## src/rtl/imem_loader.sv

```systemverilog
// imem_loader: writable instruction memory for the basic processor.
// A host streams a length word, the data words and an XOR checksum word
// over a valid/ready handshake. The processor keeps a combinational read
// port, which returns zero while a load holds the processor stalled.
module imem_loader #(
    parameter int WORD_W = 8,
    parameter int OP_W   = 3
) (
    input  logic                   clock,
    input  logic                   reset,
    input  logic                   load_start,
    input  logic                   ld_valid,
    input  logic [WORD_W-1:0]      ld_data,
    output logic                   ld_ready,
    output logic                   cpu_hold,
    output logic                   load_ok,
    output logic                   load_err,
    input  logic [WORD_W-OP_W-1:0] Iaddress,
    output logic [WORD_W-1:0]      Idata
);

    localparam int A_W   = WORD_W - OP_W;
    localparam int DEPTH = 2 ** A_W;

    // A length field of zero stands for a full-depth load, which needs the
    // extra bit of the remaining-word counter.
    localparam logic [A_W:0]   FULL_LEN  = {1'b1, {A_W{1'b0}}};
    localparam logic [A_W:0]   REM_ONE   = {{A_W{1'b0}}, 1'b1};
    localparam logic [A_W-1:0] WPTR_ONE  = {{(A_W-1){1'b0}}, 1'b1};

    typedef enum logic [1:0] {
        IDLE  = 2'd0,
        LEN   = 2'd1,
        DATA  = 2'd2,
        CHECK = 2'd3
    } state_t;

    state_t             state_q;
    logic [A_W-1:0]     wptr_q;
    logic [A_W:0]       remaining_q;
    logic [WORD_W-1:0]  csum_q;
    logic               load_ok_q;
    logic               load_err_q;
    logic [WORD_W-1:0]  mem_q [DEPTH];

    logic               xfer;
    logic               memWrite;

    // The loader is ready in every state except IDLE, so ready and hold are
    // both straight decodes of the registered state.
    assign ld_ready = (state_q != IDLE);
    assign cpu_hold = (state_q != IDLE);
    assign xfer     = ld_valid && ld_ready;

    // A restart request wins over a simultaneous word, so that word is dropped.
    assign memWrite = xfer && !load_start && (state_q == DATA);

    assign load_ok  = load_ok_q;
    assign load_err = load_err_q;

    // While a load is in progress the processor sees the same all-zero word
    // an unprogrammed ROM location would return.
    assign Idata = cpu_hold ? '0 : mem_q[Iaddress];

    // Session sequencer: framing, write pointer, running checksum and flags.
    always_ff @(posedge clock or posedge reset) begin
        if (reset) begin
            state_q     <= IDLE;
            wptr_q      <= '0;
            remaining_q <= '0;
            csum_q      <= '0;
            load_ok_q   <= 1'b0;
            load_err_q  <= 1'b0;
        end else if (load_start) begin
            state_q    <= LEN;
            wptr_q     <= '0;
            csum_q     <= '0;
            load_ok_q  <= 1'b0;
            load_err_q <= 1'b0;
        end else if (xfer) begin
            case (state_q)
                LEN: begin
                    if (ld_data[A_W-1:0] == '0) begin
                        remaining_q <= FULL_LEN;
                    end else begin
                        remaining_q <= {1'b0, ld_data[A_W-1:0]};
                    end
                    state_q <= DATA;
                end
                DATA: begin
                    csum_q      <= csum_q ^ ld_data;
                    wptr_q      <= wptr_q + WPTR_ONE;
                    remaining_q <= remaining_q - REM_ONE;
                    if (remaining_q == REM_ONE) begin
                        state_q <= CHECK;
                    end
                end
                CHECK: begin
                    if (ld_data == csum_q) begin
                        load_ok_q <= 1'b1;
                    end else begin
                        load_err_q <= 1'b1;
                    end
                    state_q <= IDLE;
                end
                default: begin
                    state_q <= IDLE;
                end
            endcase
        end
    end

    // Instruction storage; reset clears every word so an unloaded memory reads zero.
    always_ff @(posedge clock or posedge reset) begin
        if (reset) begin
            for (int i = 0; i < DEPTH; i++) begin
                mem_q[i] <= '0;
            end
        end else if (memWrite) begin
            mem_q[wptr_q] <= ld_data;
        end
    end

endmodule

```

## config.mk

```make
export PLATFORM = sky130hd
export DESIGN_NAME = imem_loader
export DESIGN_NICKNAME = d
export VERILOG_FILES = /design/src/rtl/imem_loader.sv
export SDC_FILE = /design/constraint.sdc
export NUM_CORES = 1
export LEC_CHECK = 0
export BUFFER_PORTS_ARGS = -buffer_cell sky130_fd_sc_hd__clkbuf_2
export CAP_MARGIN = 25
export CORE_MARGIN = 4
export CORE_UTILIZATION = 30
export DETAILED_ROUTE_END_ITERATION = 8
export GPL_ROUTABILITY_DRIVEN = 0
export GPL_TIMING_DRIVEN = 0
export SLEW_MARGIN = 20
export SYNTH_ARGS = -nofsm -noshare
export SYNTH_HDL_FRONTEND = slang
export SYNTH_SLANG_ARGS = --single-unit
```

## constraint.sdc

```tcl
create_clock -name clock -period 21.7 [get_ports clock]
set_clock_uncertainty 0.15 [all_clocks]
set_input_delay 1.085 -clock clock [delete_from_list [all_inputs] [get_ports clock]]
set_output_delay 1.085 -clock clock [all_outputs]
set_load 0.005 [all_outputs]
```

### After elaboration in Yosys (flattened, before gate mapping)

Index checks and enable logic that the tools add are counted.

* register bits after elaboration: 279
* output and inout port bits: 12
* logic and storage cells: 98

* add/subtract/negate cells: 2
* $lt $le $gt $ge: 3
* equality and inequality tests: 7
* mux-type cells: 27
* bitwise operators: 4
* reduce and logical (&&, ||, !) cells: 17

Operators by type and width (count)
* 256-bit bitwise mux: 1
* 8-bit 2-to-1 mux: 7
* 8-bit binary-select mux with 5-bit select: 1
* 8-bit demux with 5-bit select: 1
* 5-bit 2-to-1 mux: 3
* 6-bit >= comparator, second input constant: 2
* 5-bit inverter with 6-bit output: 2
* 6-bit case mux with 2 select lines: 1
* 2-bit nonzero test: 6
* 3-bit AND reduction: 3
* 8-bit equality test: 1
* 1-bit 2-to-1 mux: 8
* 8-bit bitwise XOR: 1
* 6-bit by 1-bit equality test with 1-bit output, second input constant: 1
* 6-bit by 1-bit < comparator with 1-bit output, second input constant: 1
* 2-bit 2-to-1 mux: 3
* 6-bit 2-to-1 mux: 1
* 6-bit by 1-bit subtractor with 6-bit output, second input constant: 1
* 5-bit by 1-bit adder with 5-bit output, second input constant: 1
* 5-bit logical NOT: 1
* 2-bit equality test, second input constant: 2
* 1-bit logical AND: 4
* 2-bit case mux with 2 select lines: 1
* 2-bit AND reduction: 2
* other kinds (5): 5

### Depth between registers and ports, before layout

Gate-level depths: netlist of the first run.

* depth after elaboration: 6
* gate-level depth with buffers: 7

### Least setup slack after synthesis of the first run

No wires, ideal clock.

* path type: in2out
* start point: input Iaddress[1]
* end point: output Idata[4]
* data arrival time: 2.385 ns
* path slack: 18.080 ns
* cell stages on the path: 7
* buffers on the path: 3
* path through: buf_6 buf_4 buf_4 mux4_2 mux2_2 o221ai_1 a31oi_1

* longest elaborated chain between the ends: 5

Ends and longest elaborated chain
* start, declared: RTL line 18 `input logic [WORD_W-OP_W-1:0] Iaddress,`
* 5-bit inverter with 6-bit output (not written as such): RTL line 63 `assign Idata = cpu_hold ? '0 : mem_q[Iaddress];`
* 8-bit binary-select mux with 5-bit select: RTL line 63
* 8-bit 2-to-1 mux (not written as such) (2 in series): RTL line 63
* 8-bit 2-to-1 mux: RTL line 63
* end, declared: RTL line 19 `output logic [WORD_W-1:0] Idata`

Every way passes these cells. The select of a mux whose other input is x is not followed.

### Final worst setup path of the first run

* start point: input Iaddress[2]
* end point: output Idata[5]

Same word-level chain as after synthesis.

==> summary by stage, run 1 <==
Worst setup path
The critical path's top delay family is buffers and inverters. For the worst setup path, the data arrival time is 3.36 ns. Among all stages on the critical path, the largest delay is contributed by clkbuf_1. The number of buffers and inverters on the critical path is 4. Walking the worst path, the cells encountered are clkbuf_2 > buf_4 > clkbuf_1 > mux2_2 > o221ai_1 > a31oi_1 > clkbuf_2. The kind of capture point of the worst setup path is an output port. Among the stages of the critical path, the cell type that occurs most often is clkbuf_2. Across all register-to-register paths, the minimum setup slack is roughly 19 ns. The maximum cell stage delay along the critical path is 0.69 ns. For the worst setup path, the data required time is 20.47 ns. By startpoint and endpoint, the worst setup path is classified as primary input to output port. The startpoint type of the worst setup path is a primary input. The maximum fanout along the worst path is 10.

Clocking
Clock-pin slew was measured on the worst setup and hold paths at roughly 0.06 ns. The clock net in this run drives a total of 279 sinks. After clock tree synthesis, the setup repair step added 0 buffers. The clock reaches the later pin of the worst-skew pair after between 0.5 and 0.6 ns. The maximum root-to-sink buffer count is 3.

For this design, the CTS-stage hold fixing added 0 buffers. TritonCTS created 31 clock buffers. The library cell used as clock root buffer is clkbuf_16. The post-cts repair resize count is 0. The level count of the clock H-tree is 1. The CTS tree is yes.

Detailed routing
In this run the remaining antenna-violating nets after routing total 0. For this run, design rule violations remaining after detail routing come to 0. The via density per instance is between 5 and 6. The detailed-routing iteration count for the pre-antenna-repair pass is 5. After detailed routing, the average wire length per cell comes to between 20 and 25 microns. The number of vias after detailed routing is slightly below 8000. For this block, the initial DRC count from the detailed router was 610. Wires add up to 33700 microns.

Synth
The synthesized design contains 0 enable-type register cells. The sequential fraction of the synthesis area is 0.525. The number of instances in the synthesized netlist is between 800 and 900. During synthesis, Yosys emitted a total of 0 warnings. The flip-flop cell with the highest count after synthesis is dfrtp_1.

By area the synthesized netlist is led by dfrtp_1, mux2_2, mux4_2. The post-synth design cell area is ~13000 sq um. Counting flops and latches in the post-synthesis netlist gives around 280. The async set or reset register ratio after synthesis is 1.00. The synthesized design spends more area on one cell type than any other, namely dfrtp_1. The post-synthesis average cell area is 14.9 sq um. Of the post-synthesis cell area, the dominant cell type holds 0.525.

Counting every net in the synthesized netlist gives a little over 900. The synthesized netlist contains 48 unique library cells.

Flow run
The number of max-cap violations is 0.

STA
Timing would allow up to about 220 MHz. The smallest clock period supported by the final layout is computed as about 4.6 ns. Across all hold checks on the routed design, the worst slack comes to ~0.34 ns. Setup repair after global routing left no endpoint under its margin. The worst pin sits at a relative slew slack of 0.424.

The setup violation total in the final timing report is 0. The number of pins with negative max-slew slack in the final report came to 0. The final-report hold violation count is 0. The total negative slack for setup checks is 0 ns. The share of the cycle needed by the critical path after routing is 0.212. The actual transition at the worst max-transition pin is approximately 0.86 ns.

Layout
The fraction of final layout cells with drive strength greater than 1 is 0.452. The post-layout instance count excluding filler cells is 1556. In the final design database the tool counted slightly below 1000 nets.

The area overhead of the layout relative to synthesis is 15.1%. The final cell utilization of the core is 0.352. 0 antenna diodes ended up in the layout.

Floorplanning
The initialized floorplan defines between 70 and 80 standard-cell rows. The total core area is around 43000 sq um. The die covers 47800 sq um. 29 I/O pins were placed. The floorplan step set the die height to roughly 220 microns. The initial utilization of the core area, before any placement, comes to 0.306. The die is 219 microns wide.

Global routing
Entering global routing, the biggest net connects 86 pins. The global-route wire length before repair is slightly above 50000 microns. The number of global-route vias before repair is 8201. The initial antenna violation count is 1. The aggregate global-route resource usage is 0.142.

The sum of overflow across all layers after global routing is 0.

Place
Detailed placement finished with a half-perimeter wire length of around 23000 microns. The number of buffer cells added on primary ports is 20. The number of instances in the placed design is 1500.

Pwr
The power density over the cells is around 76 nW/um^2. The standby leakage power is ~7.4 nW. The peak supply drop is 0.0584 mV. The post-route total power is approximately 1.2 mW.

Run status
The flow ran to the end, and the final reports show no timing, DRC or antenna violations.

Worst hold path
In this run the worst hold path is classified as flop to flop.
==> kinds of logic after synthesis <==
group | after synthesis | share of synthesized area
adders and majority gates | 9 | 0.00846
DFF | 279 | 0.525
buffers and inverters | 80 | 0.0303
muxes | 345 | 0.352
AOI/OAI and AO/OA | 49 | 0.0253
xor gates and xnor gates | 19 | 0.0125
and+or+nand+nor | 111 | 0.0467
==> per-stage QoR <==
stage	setup WS, ns	instance area (sq um)
4_1_cts	17.15	15300
6_report	17.11	15300
3_3_place_gp	9.60	14100
3_5_place_dp	17.22	14200
5_1_grt	17.03	15300
2_1_floorplan	12.77	13300
==> cell usage after synthesis, types with 9 or more instances <==
| master | number |
|---|---|
| mux2_2 | 263 |
| nor2_1 | 19 |
| xnor2_1 | 9 |
| mux4_2 | 42 |
| dfrtp_1 | 279 |
| nand2_1 | 29 |
| clkbuf_1 | 41 |
| xor2_1 | 10 |
| ha_1 | 9 |
| a31oi_1 | 10 |
| buf_2 | 9 |
| inv_1 | 11 |
| nand2_2 | 21 |
| mux2_1 | 13 |
| buf_4 | 13 |
| mux4_1 | 22 |
| a21oi_1 | 9 |
==> registers in the layout, indices dropped and copies added, names as in the netlist <==
register     cells
remaining_q      6
load_err         1
wptr_q           5
mem_q          256
load_ok          1
csum_q           8
state_q          2
==> cell type report <==
| type | count | area (sq um) |
|---|---|---|
| timing repair buffer | 23 | 183 |
| clock buffer | 41 | 863 |
| inverter | 11 | 48.8 |
| fill | 4233 | 28100 |
| sequential | 279 | 6980 |
| tap | 585 | 732 |
| clock inverter | 15 | 229 |
| buffer | 69 | 362 |
| multi-input combinational | 533 | 5920 |
==> final timing paths <==
path,startpoint,end,depth (start not counted)
max,Iaddress[2],Idata[5],7
min,mem_q[48],mem_q[48],1
max reg2reg,state_q[0],mem_q[195],6
min reg2reg,mem_q[48],mem_q[48],1
max in group asynchronous,reset,mem_q[27],4
min in group asynchronous,reset,remaining_q[5],2
==> where the power goes <==
part	switching [mW]	internal, mW
Sequential	0.00678	0.529
Combinational	0.0499	0.0262
Clock	0.208	0.349
Total	0.265	0.904
==> metal layers <==
layer	track usage	up-vias	wire [microns]
li1	-	3421	-
met1	0.198	4130	15200
met2	0.227	189	15800
met3	0.0345	41	2070
met4	0.0286	0	600
met5	0	-	0
==> cell usage in the layout (no fill, tap or decap), types with 4 or more instances in the layout <==
cell type / instances
dfrtp_1: 279
mux2_2: 263
clkbuf_1: 46
mux4_2: 42
clkbuf_16: 31
nand2_1: 29
mux4_1: 22
nand2_2: 21
clkbuf_2: 20
nor2_1: 19
buf_4: 13
mux2_1: 13
inv_1: 10
a31oi_1: 10
xor2_1: 10
buf_2: 9
xnor2_1: 9
a21oi_1: 9
ha_1: 9
a22oi_1: 8
o221ai_1: 8
clkinv_2: 8
o21ai_0: 6
bufinv_16: 6
and2_1: 5
mux2i_1: 5
or2_2: 5
clkbuf_8: 5
nor3_1: 4
No activity file was read; power rests on OpenSTA's default activity.
==> run 2: changes to the inputs <==
Clock period 21.7 ns to 3.8 ns, I/O delays scaled along.
==> summary by stage, run 2 (synthesis gave the netlist of run 1 again) <==
Worst setup path
The beginning of the worst register-to-register path is state_q[0]. The path depth of the worst reg2reg path is 6 (unchanged). The category of the most critical setup path is flop to output port. The critical path goes through inv_1 > ha_1 > clkbuf_1 > o221ai_1 > a31oi_1 > clkbuf_2. The kind of capture point of the worst setup path is an output port.

The data required time at the worst endpoint came to 3.46 ns (-17.01 ns). The endpoint arrival time on the critical path is 2.70 ns (-0.66 ns). The setup slack of the worst register-to-register path was 1.16 ns (-17.85 ns). The reg-to-reg endpoint is mem_q[103]. The critical path's top delay family is compound AO/OA/AOI/OAI gates.

The number of buffers and inverters on the critical path is 3 (-1). The maximum cell stage delay along the critical path is 0.48 ns (-0.21 ns). The startpoint type of the worst setup path is a flop. The cell with the largest stage delay on the worst path is clkbuf_1.

The maximum fanout along the worst path came to 10 (unchanged).

Run status
The run finished with clean final reports.

Pwr
The power density over the cells is 430 nW/um^2 (+460%). The total net switching power is 1.54 mW (+480%). The post-route total power is 6.64 mW (+470%).

The internal portion of total power is 5.10 mW (+460%). The switching share of total power is 0.232 (+0.00538). The peak supply drop is 0.359 mV (+510%). The sequential power share is 0.460 (+0.002). The clock network power share came to 0.471 (-0.006). The proportion of power drawn by combinational gates is 0.069 (+0.004). The standby leakage power came to 7.45 nW (+0.61%).

STA
The number of pins with negative max-slew slack in the final report is 0 (unchanged). The final-report hold violation count is 0 (unchanged). In the finished design, the share of the clock period the worst path needs comes to 0.799. The final-layout worst hold slack is 0.0507 ns (-0.285 ns). The shortest period the worst path allows is between 3 and 4 ns.

The setup violation total in the final timing report came to 0 (unchanged). The actual transition at the worst max-transition pin is 0.970 ns (+0.106 ns). Setup repair after global routing left no endpoint under its margin. The remaining max-slew budget at the tightest pin is 0.353 (-0.0709). The peak clock frequency supported by timing is 329 MHz.

Global routing
The sum of overflow across all layers after global routing is 0 (unchanged). The initial antenna violation count is 0 (-1). The global-route wire length before repair is 52700 microns (+1.9%). The number of global-route vias before repair is 8264 (+0.77%). The largest net degree at the start of global routing came to 35 (-59%). The aggregate global-route resource usage is 0.145 (+0.00293).

Detailed routing
The number of antenna-violating nets in the routed design was 0 (unchanged). The number of vias after detailed routing is 7863 (+1.1%). The count of unresolved DRC violations after routing is 0 (unchanged). The total wire length is 34200 microns (+1.4%).

The number of violations reported at the end of detailed-routing iteration 0 is 511 (-16%). The detailed-routing iteration count for the pre-antenna-repair pass was 5 (unchanged). The routed wirelength normalized by instance count is 21.8 microns (+0.73%). The via density per instance was 5.02 (+0.34%).

Clocking
The number of post-CTS setup repair buffers came to 0 (unchanged). The library cell used as clock root buffer is clkbuf_16. The number of buffers added to fix hold violations after cts is 5 (+5). The clock transition at the registers of the reported paths came to 0.06 ns (about the same).

The post-cts repair resize count is 0 (unchanged). The maximum root-to-sink buffer count came to 3 (unchanged). The CTS tree is yes. The level count of the clock H-tree came to 1 (unchanged). The number of clock sinks seen by CTS is 279 (unchanged). The clock latency at the later pin of the worst-skew pair is 0.55 ns (about the same). The number of clock buffers inserted by TritonCTS is 31 (unchanged).

Floorplanning
The area of the die is 47800 sq um (unchanged). The number of standard-cell rows in the floorplan came to 76 (unchanged). The width of the die is 219 microns (unchanged).

The total core area is 43500 sq um (unchanged). The number of top-level pins is 29 (unchanged). The chip height is 219 microns (unchanged).

The effective utilization at floorplan was 0.306 (unchanged).

Layout
Compared with the post-synthesis result, the final layout area differs by 16.1%. The final cell utilization of the core is 0.355 (+0.00294). The most common cell after layout, fill and taps aside is dfrtp_1.

Ranked by flip-flop count, first place goes to mem_q. The largest registers in the layout are mem_q (256), csum_q (8), remaining_q (6). In the layout the commonest cells are dfrtp_1, mux2_2, clkbuf_1. The number of inserted diodes is 0 (unchanged). The fraction of final layout cells with drive strength greater than 1 came to 0.453 (+0.00105).

The number of flip-flops in the largest register is 256 (unchanged). The area of all placed cells without fillers came to 15400 sq um (+0.83%). The total number of nets in the final design is 985 (+1.1%).

Place
The placed wire-length estimate was 23000 microns (+0.78%). The placed instance area is 14300 sq um (+0.66%). The number of buffer cells added on primary ports is 20 (unchanged).

Worst hold path
The worst hold path belongs to the class primary input to async pin.

Flow run
The number of max-cap violations is 0 (unchanged).
[run 2: cell count changes in the layout (fill, tap and decap cells not counted), sizes merged]
cell and change:
dlygate4sd3 +5, inv -1, bufinv -2, clkinvlp +3, buf +6, clkinv -3
clkbuf +3
[run 2: tightest hold or removal path: stages]
cell	delay, ns
dlygate4sd3_1	0.53
clkbuf_2	0.12
clkinvlp_4	0.33
[run 2: how the worst max path moves through the flow]
stage | start | slack, ns | cells after the start | endpoint
after detailed placement | Iaddress[2] | 1.14 | 7 | Idata[4]
after CTS | state_q[0] | 0.86 | 6 | Idata[4]
final | state_q[0] | 0.76 | 6 | Idata[2]
after global placement | reset | -1.95 | 2 | mem_q[210]
after floorplan | reset | -0.23 | 1 | csum_q[0]
after global routing | state_q[0] | 0.64 | 6 | Idata[3]
[run 2: final cells by class]
cell class / instances / area, sq um
fillers: 4208 / 28000
clock inverters: 12 / 171
plain buffers: 69 / 362
well taps: 585 / 732
flip-flops and latches: 279 / 6980
inverters: 11 / 45.0
clock buffers: 44 / 905
repair buffers: 34 / 330
multi-input cells: 533 / 5920
[run 2: per-layer routing]
metal,share of wire,vias to the layer above,GRT usage
met5,0,-,0
met4,0.028,0,0.0364
met3,0.053,64,0.0305
met2,0.47,177,0.233
met1,0.45,4177,0.201
li1,-,3445,-
[run 2: power by group through the flow]
stage	clock [mW]	sequential [mW]	combinational [mW]
after floorplan	0	3.10	0.284
after global placement	0	3.11	0.426
after detailed placement	0	3.11	0.455
after CTS	3.20	3.06	0.461
after global routing	3.33	3.06	0.499
final	3.13	3.06	0.456
[run 2: per-stage QoR]
step / setup TNS (ns) / std cells / worst slack [ns]
after floorplan: -65.10 / 892 / -0.233
after global placement: -538.76 / 1497 / -1.95
after detailed placement: 0 / 1506 / 1.14
after CTS: 0 / 1567 / 0.859
after global routing: 0 / 1567 / 0.642
final: 0 / 1567 / 0.763
==> run 3: changes to the inputs <==
Clock period 3.8 ns to 2.63 ns, I/O delays scaled along.
==> summary by stage, run 3 (synthesis gave the netlist of run 1 again) <==
Layout
The fraction of final layout cells with drive strength greater than 1 is 0.462 (+0.00924). In the layout the commonest cells are dfrtp_1, mux2_2, clkbuf_1. The library cell used most frequently in the layout, excluding fill and tap cells, is dfrtp_1. The total number of nets in the final design is 987 (+0.20%). The number of filler instances in the final layout was 4198 (-0.24%).

The area of all placed cells without fillers was 15500 sq um (+0.62%). The sequential cell area in the final layout is 6980 sq um (unchanged). The post-layout instance count excluding filler cells is 1569 (+0.13%).

The area growth from synthesis to layout is 16.8%. In the final layout, the registers with the most flip-flops are mem_q (256), csum_q (8), remaining_q (6). The number of flip-flops in the largest register was 256 (unchanged). The number of inserted diodes was 0 (unchanged). The combined area of the multi-input logic cells was 5980 sq um (+1.1%).

The largest register by flop count is mem_q.

STA
The slack of the critical path came to -0.0192 ns (-0.782 ns). The remaining max-slew budget at the tightest pin is 0.360 (+0.00645). Timing would allow up to around 380 MHz.

The final-report hold violation count was 0 (unchanged). The final-layout worst hold slack is 0.0868 ns (+0.0361 ns). The number of pins with negative max-slew slack in the final report came to 0 (unchanged). The actual transition at the worst max-transition pin came to 0.960 ns (-0.00968 ns). Setup repair after global routing could not meet its margin everywhere. The setup violation total in the final timing report is 2 (+2). Counting I/O delays and the setup requirement, the final critical path takes 2.65 ns.

The share of the cycle needed by the critical path after routing is 1.01. The total negative slack for setup checks is -0.0294 ns (-0.0294 ns).

Detailed routing
The detailed-routing iteration count for the pre-antenna-repair pass is 5 (unchanged). The via density per instance is 5.02 (about the same). The count of unresolved DRC violations after routing is 0 (unchanged).

The total wire length came to 34200 microns (+0.23%). The number of vias after detailed routing is 7870 (+0.089%). The number of antenna-violating nets in the routed design is 0 (unchanged).

The routed wirelength normalized by instance count is 21.8 microns (about the same). The number of violations reported at the end of detailed-routing iteration 0 is 496 (-2.9%).

Clocking
The number of clock buffers inserted by TritonCTS is 31 (unchanged). The clock transition at the registers of the reported paths was 0.06 ns (about the same). The number of clock sinks seen by CTS is 279 (unchanged). The CTS tree is yes. The maximum root-to-sink buffer count was 3 (unchanged). The level count of the clock H-tree is 1 (unchanged).

The clock latency at the later pin of the worst-skew pair is 0.55 ns (about the same). CTS placed an instance of clkbuf_16 at the clock tree root.

Place
The placed instance area came to 14300 sq um (unchanged). The number of buffer cells added on primary ports is 20 (unchanged). The placed wire-length estimate is 23000 microns (unchanged). The number of instances in the placed design came to 1506 (unchanged).

Floorplanning
The area of the die was 47800 sq um (unchanged). The total core area was 43500 sq um (unchanged). The width of the die is 219 microns (unchanged). The number of standard-cell rows in the floorplan was 76 (unchanged). The number of top-level pins was 29 (unchanged). The chip height is 219 microns (unchanged). The effective utilization at floorplan is 0.306 (unchanged).

Global routing
The largest net degree at the start of global routing came to 35 (unchanged). The initial antenna violation count came to 0 (unchanged). The aggregate global-route resource usage is 0.145 (about the same). The number of global-route vias before repair was 8281 (+0.21%). The global-route wire length before repair is 52700 microns (about the same). The sum of overflow across all layers after global routing is 0 (unchanged).

Worst hold path
The worst min-delay path category is primary input to flop.

Worst setup path
The critical path's top delay family is multiplexers. The endpoint arrival time on the critical path came to 2.37 ns (-0.33 ns). The cell with the largest stage delay on the worst path is mux4_2. The maximum cell stage delay along the critical path is 0.52 ns (+0.04 ns). The number of buffers and inverters on the critical path was 1 (-2). Traced cell by cell, the critical path runs through mux4_2 > mux2_2 > o221ai_1 > a31oi_1 > clkbuf_2. The startpoint type of the worst setup path is a flop.

The category of the most critical setup path is flop to output port. The data required time at the worst endpoint is 2.35 ns (-1.11 ns). STA classifies the critical path endpoint as an output port. The maximum fanout along the worst path is 2 (-8).

Run status
The final reports fail on setup timing. The flow ran to the end, but the final reports show violations.

Pwr
The standby leakage power is 7.47 nW (+0.29%). The peak supply drop is 0.520 mV (+45%). The post-route total power came to 9.62 mW (+45%). The power density over the cells is 619 nW/um^2 (+44%).

Flow run
The number of max-cap violations is 0 (unchanged).
## run 3: changes by cell type in the layout (fill, tap and decap cells not counted), sizes merged
cell         delta
buf             +1
dlygate4sd3     +1
## run 3: through the flow
stage / setup slack [ns] / utilization
floorplan: -1.34 / -
global placement: -3.07 / 0.325
detailed placement: 0.0516 / 0.330
CTS: 0.0160 / 0.357
global route: -0.0679 / 0.358
finish: -0.0192 / 0.358
## run 3: what timing repair did
action	4_1_cts	5_1_grt
gates resized for setup	8	5
buffers inserted	0	1
hold endpoints to repair	84	0
pin swaps	0	1
hold buffers	6	0
endpoints found under the setup margin	8	120
## run 3: routing by layer
layer / GRT usage / share of wire
met5: 0 / 0
met4: 0.0364 / 0.028
met1: 0.200 / 0.45
met2: 0.234 / 0.46
met3: 0.0305 / 0.053
## run 3: final timing paths
kind	slack [ns]	start	cells past startpoint	endpoint
worst max-delay path	-0.02	mem_q[166]	5	Idata[6]
worst min-delay path	0.09	ld_data[1]	3	remaining_q[1]
worst max register to register	0.21	state_q[0]	6	mem_q[32]
worst min register to register	0.33	mem_q[85]	1	mem_q[85]
max in group asynchronous	0.74	reset	7	mem_q[226]
min in group asynchronous	0.57	reset	4	mem_q[84]
## run 3: tightest hold or removal path: cells and delay by family
kind / cells / cell delay (ns)
AOI/OAI and AO/OA: 2 / 0.32
buffers and inverters: 1 / 0.30
## run 3: area by class of cell
cell class,count,share of cell area
clock buffer,44,0.0582
buffer,69,0.0235
timing repair buffer,36,0.0232
tap,585,0.0471
inverter,11,0.00290
multi-input combinational,533,0.385
clock inverter,12,0.0110
sequential,279,0.449
## run 3: power breakdown
| group | switching (mW) | internal (mW) |
|---|---|---|
| Combinational | 0.429 | 0.244 |
| Clock | 1.76 | 2.77 |
| Sequential | 0.0544 | 4.36 |
| Total | 2.24 | 7.38 |
